--- src/rtl/cpu6_memarb_pkg.sv ---
// Shared types and constants for the cpu6 single-port memory arbiter.
package cpu6_memarb_pkg;

   // Width of the latency countdown and data-streak registers.
   localparam int unsigned CPU6_MEMARB_CNT_SIZE = 3;

   typedef enum logic {
      StIdle = 1'b0,
      StWait = 1'b1
   } arb_state_e;

   typedef enum logic {
      OwnIf = 1'b0,
      OwnD  = 1'b1
   } arb_owner_e;

   // Saturating increment used for the data-grant streak counter.
   function automatic logic [CPU6_MEMARB_CNT_SIZE-1:0] sat_inc(
      input logic [CPU6_MEMARB_CNT_SIZE-1:0] val,
      input logic [CPU6_MEMARB_CNT_SIZE-1:0] max
   );
      return (val >= max) ? max : val + 1'b1;
   endfunction

endpackage

--- src/rtl/cpu6_memarb_dfflr.sv ---
// Loadable flop with synchronous active-low reset to a parameterised value.
module cpu6_memarb_dfflr #(
   parameter int unsigned     Width    = 1,
   parameter logic [Width-1:0] ResetVal = '0
) (
   input  logic             clk_i,
   input  logic             rst_ni,
   input  logic             en_i,
   input  logic [Width-1:0] d_i,
   output logic [Width-1:0] q_o
);

   // Reset wins over load; otherwise capture d_i when enabled.
   always_ff @(posedge clk_i) begin
      if (!rst_ni) begin
         q_o <= ResetVal;
      end else if (en_i) begin
         q_o <= d_i;
      end
   end

endmodule

--- src/rtl/cpu6_memarb.sv ---
// Single-port memory arbiter: fetch vs data, one outstanding access, fixed
// read latency, with a streak limit so fetch cannot be starved by data.
module cpu6_memarb
   import cpu6_memarb_pkg::*;
#(
   parameter int unsigned CPU6_XLEN   = 32,
   parameter int unsigned RD_LAT      = 1,
   parameter int unsigned MAX_DSTREAK = 2
) (
   input  logic                 clk,
   input  logic                 reset,
   input  logic                 if_req,
   input  logic [CPU6_XLEN-1:0] if_addr,
   output logic                 if_gnt,
   output logic                 if_valid,
   output logic [CPU6_XLEN-1:0] if_rdata,
   input  logic                 d_req,
   input  logic                 d_we,
   input  logic [CPU6_XLEN-1:0] d_addr,
   input  logic [CPU6_XLEN-1:0] d_wdata,
   output logic                 d_gnt,
   output logic                 d_valid,
   output logic [CPU6_XLEN-1:0] d_rdata,
   output logic                 mem_en,
   output logic                 mem_we,
   output logic [CPU6_XLEN-1:0] mem_addr,
   output logic [CPU6_XLEN-1:0] mem_wdata,
   input  logic [CPU6_XLEN-1:0] mem_rdata
);

   localparam int unsigned CW = CPU6_MEMARB_CNT_SIZE;
   localparam logic [CW-1:0] RdLatCnt  = CW'(RD_LAT);
   localparam logic [CW-1:0] MaxStreak = CW'(MAX_DSTREAK);
   localparam logic [CW-1:0] CntOne    = CW'(1);

   arb_state_e    state_q, state_d;
   arb_owner_e    owner_q, owner_d;
   logic [0:0]    state_raw, owner_raw;
   logic [CW-1:0] cnt_q, cnt_d;
   logic [CW-1:0] dstreak_q, dstreak_d;

   logic complete, can_issue, d_win, issue;

   assign state_q = arb_state_e'(state_raw);
   assign owner_q = arb_owner_e'(owner_raw);

   // Arbitration: data wins unless fetch has lost MAX_DSTREAK contested rounds.
   always_comb begin
      complete  = (state_q == StWait) && (cnt_q == CntOne);
      can_issue = reset && ((state_q == StIdle) || complete);
      d_win     = d_req && !(if_req && (dstreak_q == MaxStreak));
      d_gnt     = can_issue && d_win;
      if_gnt    = can_issue && if_req && !d_win;
      issue     = if_gnt || d_gnt;
   end

   // Memory port is driven straight from the winner; zero when idle.
   always_comb begin
      mem_en    = issue;
      mem_we    = d_gnt && d_we;
      mem_addr  = '0;
      mem_wdata = '0;
      if (if_gnt) begin
         mem_addr = if_addr;
      end else if (d_gnt) begin
         mem_addr  = d_addr;
         mem_wdata = d_wdata;
      end
   end

   // Completion strobes and read data go to the owner of the finishing access.
   always_comb begin
      if_valid = reset && complete && (owner_q == OwnIf);
      d_valid  = reset && complete && (owner_q == OwnD);
      if_rdata = if_valid ? mem_rdata : '0;
      d_rdata  = d_valid ? mem_rdata : '0;
   end

   // Next-state for transaction tracking and the data-streak counter.
   always_comb begin
      state_d   = state_q;
      owner_d   = owner_q;
      cnt_d     = cnt_q;
      dstreak_d = dstreak_q;
      if (issue) begin
         state_d = StWait;
         owner_d = d_gnt ? OwnD : OwnIf;
         cnt_d   = RdLatCnt;
      end else if (state_q == StWait) begin
         cnt_d = cnt_q - 1'b1;
         if (complete) begin
            state_d = StIdle;
         end
      end
      if (!if_req || if_gnt) begin
         dstreak_d = '0;
      end else if (d_gnt) begin
         dstreak_d = sat_inc(dstreak_q, MaxStreak);
      end
   end

   cpu6_memarb_dfflr #(.Width(1), .ResetVal(1'b0)) u_state_ff (
      .clk_i  (clk),
      .rst_ni (reset),
      .en_i   (1'b1),
      .d_i    (state_d),
      .q_o    (state_raw)
   );

   cpu6_memarb_dfflr #(.Width(1), .ResetVal(1'b0)) u_owner_ff (
      .clk_i  (clk),
      .rst_ni (reset),
      .en_i   (issue),
      .d_i    (owner_d),
      .q_o    (owner_raw)
   );

   cpu6_memarb_dfflr #(.Width(CW), .ResetVal('0)) u_cnt_ff (
      .clk_i  (clk),
      .rst_ni (reset),
      .en_i   (1'b1),
      .d_i    (cnt_d),
      .q_o    (cnt_q)
   );

   cpu6_memarb_dfflr #(.Width(CW), .ResetVal('0)) u_dstreak_ff (
      .clk_i  (clk),
      .rst_ni (reset),
      .en_i   (1'b1),
      .d_i    (dstreak_d),
      .q_o    (dstreak_q)
   );

endmodule

--- config.mk ---
export PLATFORM = sky130hd
export DESIGN_NAME = cpu6_memarb
export DESIGN_NICKNAME = d
export VERILOG_FILES = /design/src/rtl/cpu6_memarb_pkg.sv /design/src/rtl/cpu6_memarb_dfflr.sv /design/src/rtl/cpu6_memarb.sv
export SDC_FILE = /design/constraint.sdc
export NUM_CORES = 1
export LEC_CHECK = 0
export BUFFER_PORTS_ARGS = -buffer_cell sky130_fd_sc_hd__clkbuf_2
export CORE_AREA = 4 4 103 105
export CTS_CLUSTER_SIZE = 24
export DETAILED_ROUTE_END_ITERATION = 16
export DIE_AREA = 0 0 107 109
export GPL_TIMING_DRIVEN = 0
export HOLD_SLACK_MARGIN = 0.1
export PLACE_DENSITY = 0.57
export SLEW_MARGIN = 20
export SYNTH_ARGS = -nofsm -noshare
export SYNTH_HDL_FRONTEND = slang
export SYNTH_HIERARCHICAL = 1
export SYNTH_SLANG_ARGS = --single-unit
--- constraint.sdc ---
create_clock -name clk -period 2.5 [get_ports clk]
set_clock_uncertainty 0.1 [all_clocks]
set_input_delay 0.375 -clock clk [delete_from_list [all_inputs] [get_ports clk]]
set_output_delay 0.375 -clock clk [all_outputs]
set_load 0.01 [all_outputs]
==> reports/qor.txt, run 1 <==
Mapped Cells: 299
Clk slew on worst S/H paths: 0.04 ns
Filler-free cell count of the finished design: 710
Pin count of the biggest net entering global routing: 13
Syn Area/Cell: 6.70 um2
WP data required: 2.03 ns
Combinational Power Share: 59.2%
Synth Register Bits: 8
Min-delay src: reset
Filler cells: 1,054
Placed cells: 703
Clk_lat worst skew: 0.23 ns
Syn. warnings: 6
Most frequent cells in the layout: clkbuf_2 (271), and2_1 (65), a21oi_1 (34), nand3_1 (34), and3_1 (33)
Die span in y: 109 um
Pint: 439 uW
Status: complete, no violations
Root Driver: clkbuf_8
Fin crit share: 94.5%
Port buffer count: 265
Final WL: 10.1 mm
First-pass GRT wire length: 15.1 mm
Mapped Area: 0.00200 mm2
Max IR drop VDD: 0.000163 V
Pwr dens: 198 mW/mm2
Net Sw Frac: 39.1%
Setup TNS: 0 ns
Clock power share: 21.5%
Netlist cell types: 32
Register area share after synthesis: 8.00%
Initial DRC count: 179
RR Startpoint: u_cnt_ff/q_o[0]
Number of flops mapped to enable cells by yosys: 0
Crit path max fanout: 10
Crit end category: primary output
Commonest non-fill, non-tap cell in the layout: clkbuf_2
Core area: 0.00964 mm2
Drt pass-1 iters: 4
DRC violations left: 0
FP Rows: 36
Ranking of synthesized cells by area: and2_1 (20%), o211ai_1 (12%), and3_1 (10%), a21oi_1 (8.5%), nand3_1 (8.5%)
Dpl hpwl: 8.74 mm
Ys flop type: dfxtp_1
Arr. time, crit path: 1.89 ns
H-Tree Depth: 1
Die area: 0.0117 mm2
Reg power frac: 19.3%
Top-level I/O count: 267
Post-layout nets: 716
Final Setup Violations: 0
Max-Cap Viols: 0
Clock buffer count from CTS: 3
Initial core utilization: 20.8%
Diode count: 0
HP Class: in2reg
Via count: 3,256
Via density: 4.59
Vias in the first global route: 3,198
RSZ-0062 raised after global routing: true
Layout cell share with drive strength beyond 1: 53.4%
CTS hold repair buffers: 0
Post-synth ARST share: 0%
Final hold vios: 0
Min Tclk post-route: 2.36 ns
Synth area leader: and2_1
Leak: 0.00213 uW
Area fraction of the dominant cell type after synthesis: 20.3%
Overflow after GRT: 0
Fmax: 423 MHz
Crit path launch type: flip-flop
CTS tree: done
Initial antenna violation count: 0
Remaining antenna violation count: 0
Layout area overhead: 81.6%
CP startpoint: u_dstreak_ff/q_o[1]
Gpl congestion: 0.880
Total power draw: 721 uW
Die X: 107 um
Slew Limit Fails: 0
Clock Path Buffers: 2
NetSw: 282 uW
GRT Total Usage: 15.8%
WS Path Type: reg2out
CTS Sinks: 8
Routed WL per cell: 14.2 um
-- synthesized netlist by cell type, types with 4 or more instances --
library cell  instances
buf_2                 6
clkbuf_1             20
inv_1                 5
nor2b_1              11
nand2_1               5
mux2i_1              11
and3_1               33
buf_6                 7
nand3_1              34
and2_1               65
o211ai_1             32
dfxtp_1               8
a21oi_1              34
ha_1                  4
-- final timing paths --
path	end	slack, ns	depth (start not counted)
worst max-delay path	mem_addr[2]	0.14	7
worst min-delay path	u_cnt_ff/q_o[0]	0.47	2
worst max register to register	u_dstreak_ff/q_o[1]	0.82	6
worst min register to register	u_owner_ff/q_o	0.47	2
-- timing repair --
action,CTS,global route
pin swaps,0,3
endpoints found under the setup margin,32,62
gates resized for setup,5,29
gates cloned,0,0
setup buffers,0,4
-- worst max-delay path: stages (launching register included) --
cell,delay (ns)
dfxtp_1,0.40
ha_1,0.21
nor2b_1,0.13
buf_4,0.17
clkbuf_4,0.21
o211ai_1,0.10
a21oi_1,0.25
clkbuf_2,0.18
-- metrics by stage --
| step | setup slack, ns | instance area (um2) | utilization [%] | hold slack, ns |
|---|---|---|---|---|
| floorplan | 0.522 | 2020 | - | 0.403 |
| global placement | 0.199 | 3520 | 36.5 | 0.455 |
| detailed placement | 0.132 | 3520 | 36.5 | 0.468 |
| CTS | 0.0188 | 3570 | 37.0 | 0.451 |
| global route | -0.00772 | 3630 | 37.7 | 0.497 |
| finish | 0.139 | 3630 | 37.7 | 0.465 |
-- logic make-up after synthesis --
| logic type | Yosys count | share of synthesized area [%] |
|---|---|---|
| AO/OA/AOI/OAI | 75 | 23.9 |
| buffers and inverters | 42 | 11.2 |
| XOR/XNOR | 2 | 0.875 |
| flip-flops | 8 | 8.00 |
| adder cells (fa/ha/maj) | 4 | 2.50 |
| other | 1 | 0.187 |
| multiplexers | 11 | 5.50 |
| AND/OR/NAND/NOR | 156 | 47.8 |
-- layout make-up --
| class | instances | area (um2) | area share (%) |
|---|---|---|---|
| multi-input combinational | 255 | 1660 | 45.6 |
| timing repair buffer | 269 | 1360 | 37.3 |
| buffer | 34 | 220 | 6.06 |
| tap | 133 | 166 | 4.58 |
| sequential | 8 | 160 | 4.41 |
| clock buffer | 3 | 41.3 | 1.14 |
| inverter | 8 | 32.5 | 0.895 |
-- sequential cells by signal, indices dropped and copies added (netlist names) --
register	cells
u_cnt_ff/q_o	3
u_dstreak_ff/q_o	3
u_owner_ff/q_o	1
u_state_ff/q_o	1
-- power groups by stage --
stage | Sequential, uW | Clock [uW] | Combinational [uW]
2_1_floorplan | 140 | 0 | 210
3_3_place_gp | 141 | 0 | 413
3_5_place_dp | 141 | 0 | 419
4_1_cts | 139 | 162 | 422
5_1_grt | 140 | 172 | 474
6_report | 139 | 155 | 427
-- metal layers --
| layer | wire length (um) | part of all wire (%) | up-vias | global-route usage (%) |
|---|---|---|---|---|
| met4 | 77 | 0.76 | 0 | 3.11 |
| li1 | - | - | 1614 | - |
| met1 | 3690 | 37 | 1460 | 17.1 |
| met2 | 5390 | 53 | 176 | 32.0 |
| met3 | 927 | 9.2 | 6 | 2.72 |
| met5 | 0 | 0 | - | 0 |
Power figures use the tool's default switching activity.
==> run 2, diff against run 1 <==
--- a/config.mk
+++ b/config.mk
@@ -12,6 +12,7 @@
 export DIE_AREA = 0 0 107 109
 export GPL_TIMING_DRIVEN = 0
 export HOLD_SLACK_MARGIN = 0.1
+export MAX_ROUTING_LAYER = met4
 export PLACE_DENSITY = 0.57
 export SLEW_MARGIN = 20
 export SYNTH_ARGS = -nofsm -noshare
==> run 2 against run 1 <==
- critical path depth up 1
- first-iteration DRC count is 1.1% lower
- clock power is essentially flat
- routed wire length fell by 0.13%
- flip-flop and latch count stayed put
- register-to-register slack about the same
- largest power group unchanged
- highest routed layer unchanged
- sequential power hardly changed
==> reports/qor.txt, run 2 (synthesized netlist as in run 1, its figures left out) <==
FP Rows: 36 (unchanged)
Clock Path Buffers: 2 (unchanged)
Pwr dens: 198 mW/mm2 (about the same)
DRC violations left: 0 (unchanged)
Min Tclk post-route: 2.36 ns (about the same)
WS Path Type: reg2out (unchanged)
Setup TNS: 0 ns (unchanged)
CTS tree: done (unchanged)
Overflow after GRT: 0 (unchanged)
GRT Total Usage: 16.3% (was 15.8%)
Top-level I/O count: 267 (unchanged)
Leak: 0.00213 uW (unchanged)
Via count: 3,256 (unchanged)
Gpl congestion: 0.895 (was 0.880)
Root Driver: clkbuf_8 (unchanged)
Diode count: 0 (unchanged)
Clock power share: 21.5% (about the same)
Total power draw: 721 uW (about the same)
Arr. time, crit path: 1.89 ns (about the same)
CTS hold repair buffers: 0 (unchanged)
Layout area overhead: 81.6% (unchanged)
Crit end category: primary output (unchanged)
Most frequent CP cell: buf_4
Pint: 439 uW (about the same)
Dpl cell area: 0.00352 mm2 (unchanged)
Die span in y: 109 um (unchanged)
Clock buffer count from CTS: 3 (unchanged)
Pin count of the biggest net entering global routing: 13 (unchanged)
CTS Sinks: 8 (unchanged)
Reg-to-reg critical path endpoint: u_dstreak_ff/q_o[1] (unchanged)
WP data required: 2.03 ns (about the same)
First-pass GRT wire length: 15.1 mm (about the same)
Port buffer count: 265 (unchanged)
Routed met3 length: 861 um (was 927 um)
Fmax: 424 MHz (was 423 MHz)
Min-delay src: reset (unchanged)
Initial antenna violation count: 0 (unchanged)
Initial core utilization: 20.8% (unchanged)
R2R depth: 6 (unchanged)
Slowest CP cell: dfxtp_1 (unchanged)
Critical-path cell list: inv_1 > ha_1 > nor2b_1 > buf_4 > a21oi_4 > buf_4 > and3_1 > clkbuf_2 (was ha_1 > nor2b_1 > buf_4 > clkbuf_4 > o211ai_1 > a21oi_1 > clkbuf_2)
Routed WL per cell: 14.2 um (about the same)
Max-Cap Viols: 0 (unchanged)
RR Startpoint: u_cnt_ff/q_o[0] (unchanged)
Final Setup Violations: 0 (unchanged)
Most frequent cells in the layout: clkbuf_2 (271), and2_1 (65), a21oi_1 (34), nand3_1 (34), and3_1 (33) (unchanged)
Die area: 0.0117 mm2 (unchanged)
Final hold vios: 0 (unchanged)
Post-route design area: 0.00363 mm2 (unchanged)
Hold Path End: u_cnt_ff/q_o[0] (unchanged)
Metal-1 WL: 3.75 mm (was 3.69 mm)
Initial DRC count: 177 (was 179)
Final WL: 10.1 mm (about the same)
Fin crit share: 94.4% (was 94.5%)
Die X: 107 um (unchanged)
Net Sw Frac: 39.1% (about the same)
Largest stage delay, worst path: 0.36 ns (was 0.40 ns)
Clk_lat worst skew: 0.23 ns (about the same)
Post-layout nets: 716 (unchanged)
Largest regs: u_cnt_ff/q_o: 3 flops, u_dstreak_ff/q_o: 3 flops (unchanged)
Reg power frac: 19.3% (about the same)
Via density: 4.59 (unchanged)
Vias in the first global route: 3,197 (was 3,198)
Combinational Power Share: 59.2% (about the same)
Remaining antenna violation count: 0 (unchanged)
Status: complete, no violations (unchanged)
Clk slew on worst S/H paths: 0.04 ns (about the same)
FF-to-FF setup slack: 0.82 ns (about the same)
NetSw: 282 uW (about the same)
Max IR drop VDD: 0.000163 V (about the same)
Filler-free cell count of the finished design: 710 (unchanged)
Placed cells: 703 (unchanged)
Core area: 0.00964 mm2 (unchanged)
Dpl hpwl: 8.74 mm (unchanged)
Layout cell share with drive strength beyond 1: 53.4% (unchanged)
HP Class: in2reg (unchanged)
H-Tree Depth: 1 (unchanged)
Drt pass-1 iters: 4 (unchanged)
Slew Limit Fails: 0 (unchanged)
Hold Path Depth: 2 (unchanged)
Top Metal Used: met4 (unchanged)
Commonest non-fill, non-tap cell in the layout: clkbuf_2 (unchanged)
Met2 Wirelength: 5.38 mm (was 5.39 mm)
Crit path max fanout: 10 (unchanged)
Crit path launch type: flip-flop (unchanged)
RSZ-0062 raised after global routing: true (unchanged)
run 2: cell counts in the layout (fill, tap and decap cells not counted):
No cell type changed its count.
run 2: power by group through the flow:
stage                     logic (uW)  registers [uW]  clock network (uW)
after floorplan                  210             140                   0
after global placement           413             141                   0
after detailed placement         419             141                   0
after CTS                        422             139                 162
after global routing             474             140                 172
final                            427             139                 155
run 2: worst max-delay path: cells and delay by family (launching register included):
family	cells	cell delay (ns)
buffers and inverters	4	0.59
flip-flops	1	0.36
AND/OR/NAND/NOR	2	0.28
adder cells (fa/ha/maj)	1	0.22
AO/OA/AOI/OAI	1	0.21
run 2: what timing repair did:
item,CTS,global route
pin swaps,0,3
gates resized for setup,5,29
endpoints found under the setup margin,32,62
buffers inserted,0,4
run 2: how the worst max path moves through the flow:
| stage | startpoint | endpoint | slack, ns | cells past startpoint |
|---|---|---|---|---|
| floorplan | u_dstreak_ff/q_o[0] | mem_wdata[0] | 0.52 | 7 |
| global placement | u_dstreak_ff/q_o[0] | mem_wdata[8] | 0.20 | 8 |
| detailed placement | u_dstreak_ff/q_o[0] | mem_wdata[23] | 0.13 | 8 |
| CTS | u_cnt_ff/q_o[1] | mem_addr[2] | 0.02 | 7 |
| global route | u_dstreak_ff/q_o[0] | mem_wdata[23] | -0.006 | 8 |
| finish | u_dstreak_ff/q_o[0] | mem_wdata[8] | 0.14 | 8 |
run 2: layout make-up:
type                    instances  area, um2
repair buffers                269       1360
clock buffers                   3       41.3
fillers                      1054       6000
flip-flops and latches          8        160
plain buffers                  34        220
multi-input cells             255       1660
well taps                     133        166
inverters                       8       32.5
run 2: metrics by stage:
stage,hold WS [ns],setup WS [ns],util [%]
floorplan,0.403,0.522,-
global placement,0.455,0.199,36.5
detailed placement,0.468,0.132,36.5
CTS,0.451,0.0188,37.0
global route,0.497,-0.00566,37.7
finish,0.465,0.139,37.7
run 2: layer usage:
layer / track usage, % / vias to the layer above
li1: - / 1614
met1: 17.5 / 1462
met2: 32.0 / 174
met3: 1.95 / 6
met4: 3.11 / 0
met5: - / -
==> run 3, diff against run 2 <==
--- a/config.mk
+++ b/config.mk
@@ -13,9 +13,8 @@
 export GPL_TIMING_DRIVEN = 0
 export HOLD_SLACK_MARGIN = 0.1
 export MAX_ROUTING_LAYER = met4
-export PLACE_DENSITY = 0.57
+export PLACE_DENSITY = 0.55
 export SLEW_MARGIN = 20
 export SYNTH_ARGS = -nofsm -noshare
 export SYNTH_HDL_FRONTEND = slang
-export SYNTH_HIERARCHICAL = 1
 export SYNTH_SLANG_ARGS = --single-unit
==> run 3 against run 2 <==
- synthesized area shrank 12%
- fmax shrank 1.0%
- sequential power grew 4%
- synthesized cell count shrank 6.4%
- global-route usage shrank 1.7 points
- non-clock buffer count shrank 7
- critical endpoint is now mem_addr[2]
- largest cell class is now buffers
- largest power group unchanged
==> reports/qor.txt, run 3 <==
Status: complete, no violations (unchanged)
WS Path Type: reg2out (unchanged)
WP data required: 2.03 ns (about the same)
Core area: 0.00964 mm2 (unchanged)
Critical-path cell list: inv_1 > ha_1 > nand2_1 > o21a_2 > buf_4 > buf_4 > nand2_1 > a21oi_2 > clkbuf_2 (was inv_1 > ha_1 > nor2b_1 > buf_4 > a21oi_4 > buf_4 > and3_1 > clkbuf_2)
Reg power frac: 18.9% (was 19.3%)
Slew Limit Headroom: 72.3%
Post-synth top cells: and2_1 (50), a21oi_1 (37), nand2_1 (36) (was and2_1 (65), a21oi_1 (34), nand3_1 (34))
Clock power share: 20.6% (was 21.5%)
NetSw: 299 uW (was 282 uW)
First-pass GRT wire length: 13.4 mm (was 15.1 mm)
Fin crit share: 95.4% (was 94.4%)
Synth area leader: and2_1 (unchanged)
Dpl hpwl: 8.12 mm (was 8.74 mm)
Max IR drop VDD: 0.0000865 V (was 0.000163 V)
Mux contribution to synthesized area: 0% (was 5.50%)
Post-route design area: 0.00335 mm2 (was 0.00363 mm2)
Pwr dens: 227 mW/mm2 (was 198 mW/mm2)
Leak: 0.00205 uW (was 0.00213 uW)
Overflow after GRT: 0 (unchanged)
Crit path to: mem_addr[2] (was mem_wdata[8])
GRT Total Usage: 14.6% (was 16.3%)
FP Rows: 36 (unchanged)
Layout area overhead: 88.9% (was 81.6%)
Final Util: 34.7% (was 37.7%)
Crit path launch type: flip-flop (unchanged)
Initial DRC count: 132 (was 177)
Slew Limit Fails: 0 (unchanged)
H-Tree Depth: 1 (unchanged)
Post-synthesis simple-gate area fraction: 59.2% (was 47.8%)
Drt pass-1 iters: 4 (unchanged)
Main combinational cell family by area after synthesis: simple AND/OR/NAND/NOR gates (unchanged)
Area share of fa/ha/maj cells after synthesis: 2.82% (was 2.50%)
Post-synth ARST share: 0% (unchanged)
Root Driver: clkbuf_8 (unchanged)
Die X: 107 um (unchanged)
RSZ-0062 raised after global routing: true (unchanged)
Ys flop type: dfxtp_1 (unchanged)
Syn Area/Cell: 6.33 um2 (was 6.70 um2)
Dpl ws: 0.277 ns (was 0.132 ns)
Post-layout nets: 690 (was 716)
Clk slew on worst S/H paths: 0.04 ns (about the same)
Crit end category: primary output (unchanged)
HP Class: in2reg (unchanged)
Max-Cap Viols: 0 (unchanged)
Synth Register Bits: 8 (unchanged)
Remaining antenna violation count: 0 (unchanged)
Total power draw: 759 uW (was 721 uW)
Ranking of synthesized cells by area: and2_1 (18%), and3_1 (12%), a21oi_1 (10%), nand3_1 (9.3%), dfxtp_1 (9.0%) (was and2_1 (20%), o211ai_1 (12%), and3_1 (10%), a21oi_1 (8.5%), nand3_1 (8.5%))
Slowest CP cell: dfxtp_1 (unchanged)
Die area: 0.0117 mm2 (unchanged)
Arr. time, crit path: 1.91 ns (was 1.89 ns)
Count leader, synth: and2_1 (unchanged)
CP startpoint: u_dstreak_ff.q_o[0] (was u_dstreak_ff/q_o[0])
RR Startpoint: u_cnt_ff.q_o[0] (was u_cnt_ff/q_o[0])
FF-to-FF setup slack: 1.00 ns (was 0.82 ns)
Min Tclk post-route: 2.38 ns (was 2.36 ns)
Clk_lat worst skew: 0.23 ns (about the same)
Pint: 461 uW (was 439 uW)
Register area share after synthesis: 9.04% (was 8.00%)
Number of flops mapped to enable cells by yosys: 0 (unchanged)
DRC violations left: 0 (unchanged)
Via density: 4.29 (was 4.59)
Net Sw Frac: 39.4% (was 39.1%)
Routed WL per cell: 13.5 um (was 14.2 um)
Mapped Cells: 280 (was 299)
Area fraction of the dominant cell type after synthesis: 17.7% (was 20.3%)
Reg-to-reg critical path endpoint: u_owner_ff.q_o (was u_dstreak_ff/q_o[1])
Mapped Area: 0.00177 mm2 (was 0.00200 mm2)
Largest stage delay, worst path: 0.37 ns (was 0.36 ns)
Clock Path Buffers: 2 (unchanged)
Most frequent cells in the layout: clkbuf_2 (267), and2_1 (50), nand2_1 (36), a21oi_1 (36), and3_1 (34) (was clkbuf_2 (271), and2_1 (65), a21oi_1 (34), nand3_1 (34), and3_1 (33))
Commonest non-fill, non-tap cell in the layout: clkbuf_2 (unchanged)
Top-level I/O count: 267 (unchanged)
R2R depth: 6 (unchanged)
Crit path max fanout: 10 (unchanged)
Vias in the first global route: 2,755 (was 3,197)
Final hold vios: 0 (unchanged)
Final WL: 9.23 mm (was 10.1 mm)
Initial core utilization: 18.4% (was 20.8%)
Die span in y: 109 um (unchanged)
Clock buffer count from CTS: 3 (unchanged)
Gpl congestion: 0.808 (was 0.895)
Syn. warnings: 0 (was 6)
Pin count of the biggest net entering global routing: 11 (was 13)
CTS hold repair buffers: 0 (unchanged)
CTS Sinks: 8 (unchanged)
Via count: 2,937 (was 3,256)
Fraction of the mapped netlist area in compound gates: 15.9% (was 23.9%)
Diode count: 0 (unchanged)
Worst slew pin tran: 0.415 ns
Combinational Power Share: 60.5% (was 59.2%)
Largest regs: u_cnt_ff.q_o: 3 flops, u_dstreak_ff.q_o: 3 flops (was u_cnt_ff/q_o: 3 flops, u_dstreak_ff/q_o: 3 flops)
Layout cell share with drive strength beyond 1: 57.7% (was 53.4%)
Initial antenna violation count: 0 (unchanged)
Final WS setup: 0.115 ns (was 0.139 ns)
Fmax: 419 MHz (was 424 MHz)
XOR/XNOR Fraction of Synth Area: 0.494% (was 0.875%)
Port buffer count: 265 (unchanged)
Setup TNS: 0 ns (unchanged)
Dpl cell area: 0.00326 mm2 (was 0.00352 mm2)
Post-Syn Nets: 417
CTS tree: done (unchanged)
Netlist cell types: 32 (unchanged)
Filler cells: 1,075 (was 1,054)
Final Setup Violations: 0 (unchanged)
[run 3: cell count changes in the layout (fill, tap and decap cells not counted), sizes merged, moves of 6 or more]
cell / previous run / this run
nor2b: 11 / 2
mux2i: 11 / 0
conb: 7 / 0
clkbuf: 285 / 277
nor2: 2 / 8
nand2: 5 / 37
o211ai: 32 / 1
[run 3: per-stage QoR]
stage	instances	hold WS, ns
5_1_grt	684	0.350
3_3_place_gp	678	0.381
4_1_cts	681	0.335
3_5_place_dp	678	0.394
6_report	684	0.338
2_1_floorplan	280	0.366
[run 3: cell type report]
class	instances	area [um2]	share of cell area [%]
Multi-Input combinational cell	239	1400	41.8
Timing Repair Buffer	268	1350	40.3
Tap cell	133	166	4.97
Sequential cell	8	160	4.79
Clock buffer	3	41.3	1.23
Inverter	5	18.8	0.561
Buffer	28	211	6.32
[run 3: metal layers]
metal	routed length (um)	global-route usage [%]	share of wire, %
met2	5100	29.7	55
met1	3300	14.6	36
met5	0	-	0
met3	774	1.95	8.4
met4	53	3.29	0.57
[run 3: worst min path at each step]
stage | from | to | slack [ns] | cells past startpoint
floorplan | u_dstreak_ff.q_o[0] | u_dstreak_ff.q_o[0] | 0.37 | 2
global placement | u_dstreak_ff.q_o[0] | u_dstreak_ff.q_o[0] | 0.38 | 2
global route | reset | u_owner_ff.q_o | 0.35 | 2
detailed placement | u_dstreak_ff.q_o[0] | u_dstreak_ff.q_o[0] | 0.39 | 2
finish | reset | u_owner_ff.q_o | 0.34 | 2
CTS | reset | u_owner_ff.q_o | 0.34 | 2
[run 3: power groups by stage]
stage / combinational, uW / clock [uW] / sequential (uW)
floorplan: 231 / 0 / 145
global route: 509 / 170 / 144
finish: 459 / 157 / 144
CTS: 458 / 164 / 144
detailed placement: 456 / 0 / 146
global placement: 451 / 0 / 146
[run 3: repair_timing]
item / 4_1_cts / 5_1_grt
gates resized for setup: 0 / 8
setup buffers: 0 / 3
setup endpoints to repair: 0 / 30
[run 3: cell families after synthesis]
group,Yosys count
simple gates,185
compound gates,49
buf+inv,33
flops,8
fa+ha+maj,4
xor+xnor,1
[run 3: worst max-delay path, delay by kind of cell (launching register included)]
kind / cells / cell delay [ns]
AOI/OAI and AO/OA: 2 / 0.34
adders and majority gates: 1 / 0.19
buffers and inverters: 4 / 0.58
DFF: 1 / 0.37
and+or+nand+nor: 2 / 0.19
